$ cat config.mk
export PLATFORM = sky130hd
export DESIGN_NAME = cordic_phase_gen
export DESIGN_NICKNAME = d
export VERILOG_FILES = /design/src/rtl/cordic_phase_gen.sv
export SDC_FILE = /design/constraint.sdc
export NUM_CORES = 1
export LEC_CHECK = 0
export ABC_AREA = 0
export ABC_CLOCK_PERIOD_IN_PS = 4800
export BUFFER_PORTS_ARGS = -buffer_cell sky130_fd_sc_hd__buf_2
export CAP_MARGIN = 20
export CORE_MARGIN = 5
export CORE_UTILIZATION = 50
export CTS_BUF_LIST = sky130_fd_sc_hd__clkbuf_16
export CTS_CLUSTER_SIZE = 25
export DETAILED_ROUTE_END_ITERATION = 8
export PLACE_DENSITY = 0.79
export RECOVER_POWER = 50
export SLEW_MARGIN = 20
export SYNTH_ARGS = -nofsm -noshare
export SYNTH_HDL_FRONTEND = slang
export SYNTH_SLANG_ARGS = --single-unit
$ cat constraint.sdc
create_clock -name clk -period 4.8 [get_ports clk]
set_clock_uncertainty 0.1 [all_clocks]
set_input_delay 0 -clock clk [delete_from_list [all_inputs] [get_ports clk]]
set_output_delay 0 -clock clk [all_outputs]
set_load 0.03 [all_outputs]
$ cat src/rtl/cordic_phase_gen.sv
// Phase-angle sequencer for the cordic pipeline: emits start_phase + n*step wrapped into [-PI, +PI].
// Optional backpressure counter enabled by defining CORDIC_PHASE_GEN_STALL_CNT_EN.
module cordic_phase_gen #(
  parameter int PHASE_W = 32,
  parameter int CNT_W   = 16,
  parameter int PI_Q    = 51472
) (
  input  logic               clk,
  input  logic               reset,
  input  logic               start,
  input  logic               abort,
  input  logic [PHASE_W-1:0] start_phase,
  input  logic [PHASE_W-1:0] step,
  input  logic [CNT_W-1:0]   count,
  output logic               busy,
  output logic               done,
  output logic               err,
  output logic               theta_wr_en,
  output logic [PHASE_W-1:0] theta_din,
  input  logic               theta_full,
  output logic [CNT_W-1:0]   stall_cnt
);

  localparam logic [1:0] IDLE = 2'd0;
  localparam logic [1:0] RUN  = 2'd1;
  localparam logic [1:0] FIN  = 2'd2;

  localparam logic signed [PHASE_W-1:0] PI_S     = PHASE_W'(PI_Q);
  localparam logic signed [PHASE_W-1:0] NEG_PI_S = -PHASE_W'(PI_Q);
  localparam logic signed [PHASE_W-1:0] TWO_PI_S = PHASE_W'(2 * PI_Q);

  logic [1:0]                state_r;
  logic [1:0]                state_nxt_s;
  logic signed [PHASE_W-1:0] phase_r;
  logic signed [PHASE_W-1:0] step_r;
  logic signed [PHASE_W-1:0] sum_s;
  logic signed [PHASE_W-1:0] next_phase_s;
  logic signed [PHASE_W-1:0] start_phase_s;
  logic signed [PHASE_W-1:0] step_in_s;
  logic [CNT_W-1:0]          remaining_r;
  logic                      busy_r;
  logic                      done_r;
  logic                      err_r;
  logic                      range_ok_s;
  logic                      accept_s;
  logic                      write_s;

  assign start_phase_s = $signed(start_phase);
  assign step_in_s     = $signed(step);
  assign range_ok_s    = (start_phase_s <= PI_S) && (start_phase_s >= NEG_PI_S) &&
                         (step_in_s <= PI_S) && (step_in_s >= NEG_PI_S);
  assign accept_s      = (state_r == IDLE) && start && range_ok_s;
  // abort wins over a write in the same cycle
  assign write_s       = (state_r == RUN) && !theta_full && !abort;

  assign busy        = busy_r;
  assign done        = done_r;
  assign err         = err_r;
  assign theta_wr_en = write_s;
  assign theta_din   = phase_r;

  // Next-state decode for the IDLE/RUN/FIN sequencer
  always_comb begin
    state_nxt_s = state_r;
    case (state_r)
      IDLE: begin
        if (accept_s) begin
          state_nxt_s = (count == {CNT_W{1'b0}}) ? FIN : RUN;
        end else begin
          state_nxt_s = IDLE;
        end
      end
      RUN: begin
        if (abort) begin
          state_nxt_s = FIN;
        end else if (write_s && (remaining_r == CNT_W'(1))) begin
          state_nxt_s = FIN;
        end else begin
          state_nxt_s = RUN;
        end
      end
      FIN:     state_nxt_s = IDLE;
      default: state_nxt_s = IDLE;
    endcase
  end

  // Wrap the advanced phase back into [-PI, +PI]; both operands are in range so one correction suffices
  always_comb begin
    sum_s = phase_r + step_r;
    if (sum_s > PI_S) begin
      next_phase_s = sum_s - TWO_PI_S;
    end else if (sum_s < NEG_PI_S) begin
      next_phase_s = sum_s + TWO_PI_S;
    end else begin
      next_phase_s = sum_s;
    end
  end

  // State, status flags and phase/step/remaining registers
  always_ff @(posedge clk or posedge reset) begin
    if (reset) begin
      state_r     <= IDLE;
      busy_r      <= 1'b0;
      done_r      <= 1'b0;
      err_r       <= 1'b0;
      phase_r     <= {PHASE_W{1'b0}};
      step_r      <= {PHASE_W{1'b0}};
      remaining_r <= {CNT_W{1'b0}};
    end else begin
      state_r <= state_nxt_s;
      busy_r  <= (state_nxt_s == RUN);
      done_r  <= (state_nxt_s == FIN);
      err_r   <= (state_r == IDLE) && start && !range_ok_s;
      if (accept_s) begin
        phase_r     <= start_phase_s;
        step_r      <= step_in_s;
        remaining_r <= count;
      end else if (write_s) begin
        phase_r     <= next_phase_s;
        remaining_r <= remaining_r - CNT_W'(1);
      end else begin
        phase_r     <= phase_r;
        remaining_r <= remaining_r;
      end
    end
  end

`ifdef CORDIC_PHASE_GEN_STALL_CNT_EN
  logic [CNT_W-1:0] stall_r;

  assign stall_cnt = stall_r;

  // Saturating count of RUN cycles spent blocked by a full FIFO
  always_ff @(posedge clk or posedge reset) begin
    if (reset) begin
      stall_r <= {CNT_W{1'b0}};
    end else if (accept_s) begin
      stall_r <= {CNT_W{1'b0}};
    end else if ((state_r == RUN) && theta_full && (stall_r != {CNT_W{1'b1}})) begin
      stall_r <= stall_r + CNT_W'(1);
    end else begin
      stall_r <= stall_r;
    end
  end
`else
  assign stall_cnt = {CNT_W{1'b0}};
`endif

endmodule
==> results of run 1 <==
-- critical path, delay by kind of cell (launching register included) --
kind                     cells  cell delay, ns
AND/OR/NAND/NOR              1            0.19
AO/OA/AOI/OAI                8            2.17
adder cells (fa/ha/maj)      3            0.87
XOR/XNOR                     2            0.40
buffers and inverters        2            0.23
flip-flops                   1            0.39
-- layout by cell type (no fill, tap or decap), drive strengths merged, types with 26 or more instances in the layout --
master / instances
o21ai: 60
buf: 106
nand4: 28
xor2: 26
nor2: 69
clkbuf: 46
a21oi: 61
nor3: 26
ha: 35
xnor2: 28
a22oi: 30
nand2: 148
dfrtp: 85
dlygate4sd3: 51
-- metrics by stage --
stage                     hold WS [ns]  area [µm²]  power [mW]
after global routing            0.1238        8860       1.577
after detailed placement       0.05386        8115      0.8231
final                          0.05815        8860       1.529
after floorplan               0.005435        7440      0.7775
after CTS                      0.05475        8907       1.530
after global placement         0.03846        8115      0.8216
-- what timing repair did --
item / CTS / global route
endpoints found under the hold margin: 91 / 0
gates resized for setup: 0 / 0
hold buffers: 51 / 0
-- how the worst min path moves through the flow --
stage / to / startpoint / cells past startpoint
global placement: step_r[29] / reset / 2
floorplan: step_r[0] / step[0] / 2
global route: err / step[24] / 6
CTS: err / step[24] / 6
finish: err / step[24] / 6
detailed placement: step_r[27] / reset / 2
-- layout make-up --
class	count	area, µm²	share of cell area
Clock buffer	9	225.2	0.02542
Clock inverter	7	56.30	0.006355
Inverter	15	57.56	0.006496
Multi-Input combinational cell	771	4927	0.5561
Sequential cell	85	2127	0.2401
Tap cell	184	230.2	0.02599
Timing Repair Buffer	194	1236	0.1395
-- kinds of logic (layout without fill, tap and decap cells) --
logic type | Yosys count | after routing
and+or+nand+nor | 379 | 379
AOI/OAI and AO/OA | 278 | 278
DFF | 85 | 85
buffers and inverters | 79 | 225
xor gates and xnor gates | 54 | 54
adders and majority gates | 36 | 36
muxes | 8 | 8
other | 1 | 16
-- per-layer routing --
layer / track usage / part of all wire / up-vias
li1: - / - / 3720
met1: 0.3654 / 0.40 / 3814
met2: 0.4619 / 0.47 / 432
met3: 0.06307 / 0.090 / 79
met4: 0.1131 / 0.036 / 0
met5: 0 / 0 / -
-- power by group through the flow --
stage / combinational, mW / clock [mW] / sequential [mW]
after floorplan: 0.0464 / 0 / 0.731
after global placement: 0.0915 / 0 / 0.730
after detailed placement: 0.0929 / 0 / 0.730
after CTS: 0.125 / 0.689 / 0.716
after global routing: 0.140 / 0.721 / 0.716
final: 0.129 / 0.683 / 0.716
-- registers in the layout, indices dropped and copies added, names as in the netlist --
register,flops
remaining_r,16
step_r,32
theta_din,32
busy,1
err,1
state_r,2
done,1
==> metrics, run 1 <==
outcome finished, violations left; failing checks max-capacitance violations, max-slew violations; H-tree Lvls 3; DP Wirelength 17.87 mm; # rows 44; Starting Density 0.5080; TritonCTS clock tree done; biggest area consumer among synthesized cells dfrtp_1; Flop pwr share 0.469; Ant. Diodes 0; critical path class reg -> reg; grt ovf 0; drt total wl between 20 and 30 mm; R2R depth 16; Cell variety after synth a little under 90; first-pass GRT wire length just over 40 mm; vias around 8000; Clock Sink Count 85; Syn Std Cell Area 7383 µm²; DIE AREA 17300 µm²; adder-cell area share of the yosys netlist 0.06202; layout cell share with drive strength beyond 1 0.1425; Tot GR Track Use 0.2832; FF+latch count, synth between 80 and 90; cells along the critical path ha_1, fa_1, a211oi_2, o21ai_4, xor2_2, ha_1, inv_1, a2111o_1, a2111oi_1, o21ai_1, a31oi_1, buf_4, and4b_1, a22oi_1, xor2_1, o21ai_1; worst setup path endpoint theta_din[29]; TritonCTS Buffers 9; synth warn 0; pwr/cell area approximately 170 nW/µm²; Skew-Pair Late Insertion Delay 0.36 ns; GP Congestion about 1.0; CP endpoint kind flop; Setup WS pre-CTS roughly 0.37 ns; P_int around 1.1 mW; multiplexer area fraction after synthesis 0.01102; Critical-path top delay cell a2111oi_1; Seq/Total Area, Yosys 0.2881; setup TNS 0 ns; average wire per standard cell between 15 and 20 µm; # IOs roughly 140; Final Net Count approximately 1200; Post-Synthesis Cells 920; First DRT Iteration DRCs between 800 and 900; HP Class in -> reg; Main synth FF type dfrtp_1; CORE AREA about 15000 µm²; clock slew at reported path FFs about 0.07 ns; CP Launch Point theta_din[0]; placed cells 1198; Synth async-reset ratio 1.000; Slew Limit Fails 40; Pleak between 4 and 5 nW; unrepaired setup endpoints after global routing no; f_max ~220 MHz; max_slew headroom -0.2662; Psw 0.3964 mW; final core utilization 0.6096; post-route ant nets 0; Setup Fix Bufs, Post-CTS 0; vias in the first global route between 8000 and 9000; Compound-Gate Fraction of Synth Area 0.2674; Sw Share 0.2594; crit share post-route 0.9323; synthesized area per cell around 8.0 µm²; cell with the most instances after synthesis nand2_1; DRC Markers 0; clock share of power 0.447; Worst-Margin Slew roughly 1.9 ns; R2R Path Start theta_din[0]; CP arrival roughly 4.6 ns; EDFF count, synth 0; Synth top area share 0.2881; die height about 130 µm; CP Launch Type flop; Layout area overhead 20.00%; flop2flop setup slack between 0.3 and 0.4 ns; number of max-cap violations 1; final setup violating endpoints 0; most common library cells after synthesis nand2_1, dfrtp_1, nor2_1; largest family of logic cells by synthesized area compound AO/OA/AOI/OAI gates; final hold vios 0; max incr delay on CP ~0.6 ns; CTS root buf clkbuf_16; Synth area leaders dfrtp_1, nand2_1, ha_1; filler instances between 1000 and 1500; Data required, critical path roughly 4.9 ns; min Tclk post-route 4.475 ns; DRT Pass-1 Iters 5; IO Port Bufs 120; initial antenna violation count 0; largest net degree at the start of global routing 48; RR Endpoint theta_din[29]; Synth Area in XOR/XNOR 0.06609; Chip Width between 100 and 150 µm; Combinational Power Share 0.085; Vias/cell between 6 and 7; Post-Synth Simple-Gate Area 0.2522; Worst IR Drop VDD 0.1629 mV; final setup margin approximately 0.32 ns; crit-path max FO 8; CTS max path bufs 2; non-filler cells, final around 1300
No activity file was read; power rests on OpenSTA's default activity.
==> inputs of run 2 (changes only) <==
CORE_UTILIZATION = 35   (was 50)
PLACE_DENSITY = 0.61   (was 0.79)
==> metrics, run 2 (synthesis gave the netlist of run 1 again) <==
outcome finished clean; first-pass GRT wire length about 40 mm; Worst IR Drop VDD 0.1351 mV; final setup violating endpoints 0; grt ovf 0; H-tree Lvls 3; unrepaired setup endpoints after global routing no; First DRT Iteration DRCs roughly 530; vias 7666; Starting Density 0.3535; most common cell after layout, fill and taps aside nand2_1; crit-path max FO 8; number of max-cap violations 0; final hold vios 0; Skew-Pair Late Insertion Delay around 0.36 ns; Critical-path top delay cell a2111oi_1; DRC Markers 0; placed cells roughly 1300; R2R Path Start theta_din[0]; R2R depth 16; vias in the first global route 7396; non-filler cells, final 1359; CTS root buf clkbuf_16; largest net degree at the start of global routing 58; Tot GR Track Use 0.2002; Data required, critical path slightly below 5 ns; total power approximately 1.6 mW; Setup Fix Bufs, Post-CTS 0; HP Class in -> reg; CP arrival about 4.6 ns; commonest non-fill, non-tap cells in the layout nand2_1, dfrtp_1, buf_2; post-route ant nets 0; Worst-Margin Slew between 1 and 1.5 ns; DRT Pass-1 Iters 5; TritonCTS Buffers 9; RR Endpoint theta_din[21]; pwr/cell area about 180 nW/µm²; cells along the critical path ha_1, fa_1, a211oi_2, o21ai_4, xor2_2, ha_1, inv_1, a2111o_1, a2111oi_1, o21ai_1, a31oi_1, buf_4, and3_1, a22oi_1, xnor2_1, o21ai_0; Slew Limit Fails 0; Vias/cell ~5.6; CORE AREA ~21000 µm²; critical path class reg -> reg; # rows 53; initial antenna violation count 0; die height 155.2 µm; Clock Sink Count between 80 and 90; average wire per standard cell between 15 and 20 µm; setup TNS 0 ns; Layout area overhead 22.23%; crit share post-route 0.9418; IO Port Bufs 120; Crit path max-delay family compound AO/OA/AOI/OAI gates; CP endpoint kind flop; flop2flop setup slack 0.28 ns; layout cell share with drive strength beyond 1 0.1458; Hold WS around 0.056 ns; min Tclk post-route ~4.5 ns; Chip Width ~160 µm; Pleak 4.159 nW; TritonCTS clock tree done; max incr delay on CP approximately 0.63 ns; DP Wirelength between 15 and 20 mm; CP Launch Type flop; Ant. Diodes 0; # IOs around 140; CTS max path bufs 2; WP buf/inv 2; max_slew headroom 0.03257; DIE AREA roughly 24000 µm²; Hold Startpoint step[24]; Hold Crit Endpoint err; Final Net Count 1200; Crit path top cell by count ha_1; clock slew at reported path FFs about 0.070 ns; drt total wl between 20 and 25 mm; f_max ~220 MHz; GP Congestion slightly below 1; hold path depth 6
## run 2: cell types whose count changed in the layout (fill, tap and decap cells not counted), sizes merged
cell | before | now
buf | 106 | 109
clkinvlp | 3 | 1
bufinv | 0 | 1
clkinv | 2 | 3
## run 2: repair_timing
action,CTS,global route
gates resized for setup,0,0
hold endpoints to repair,81,0
hold buffers,51,0
## run 2: how the worst max path moves through the flow
stage	end	cells past startpoint	slack, ns	startpoint
after floorplan	theta_din[29]	15	0.61	theta_din[0]
after global placement	theta_din[21]	16	0.45	theta_din[0]
after detailed placement	theta_din[21]	16	0.40	theta_din[0]
after CTS	theta_din[21]	16	0.37	theta_din[0]
after global routing	theta_din[11]	15	0.14	theta_din[0]
final	theta_din[21]	16	0.28	theta_din[0]
## run 2: tightest hold or removal path, stage by stage
cell	delay, ns
buf_2	0.09
nor4_1	0.04
nand4_1	0.06
a22o_1	0.12
nor3_1	0.07
nor2_1	0.10
## run 2: layout make-up
class,count,area (µm²)
clock buffers,9,225.2
clock inverters,7,80.08
fillers,2123,11860
inverters,15,57.56
multi-input cells,771,4932
flip-flops and latches,85,2127
well taps,275,344.1
repair buffers,197,1259
## run 2: per-layer routing
metal,up-vias,track usage,share of wire,wire length (µm)
li1,3722,-,-,-
met1,3654,0.2731,0.44,10930
met2,268,0.3369,0.48,11890
met3,22,0.03477,0.063,1546
met4,0,0.03835,0.011,282
met5,-,0,0,0
## run 2: stage by stage
step	setup WS, ns	area, µm²	utilization
floorplan	0.6134	7440	-
global placement	0.4479	8257	0.3953
finish	0.2792	9025	0.4320
CTS	0.3665	9072	0.4343
global route	0.1394	9025	0.4320
detailed placement	0.4017	8257	0.3953
## run 2: power breakdown
group / switching (mW) / internal (mW) / total, mW
clock: 0.328 / 0.411 / 0.739
sequential: 0.0000874 / 0.716 / 0.716
combinational: 0.0684 / 0.0582 / 0.127
total: 0.396 / 1.19 / 1.58
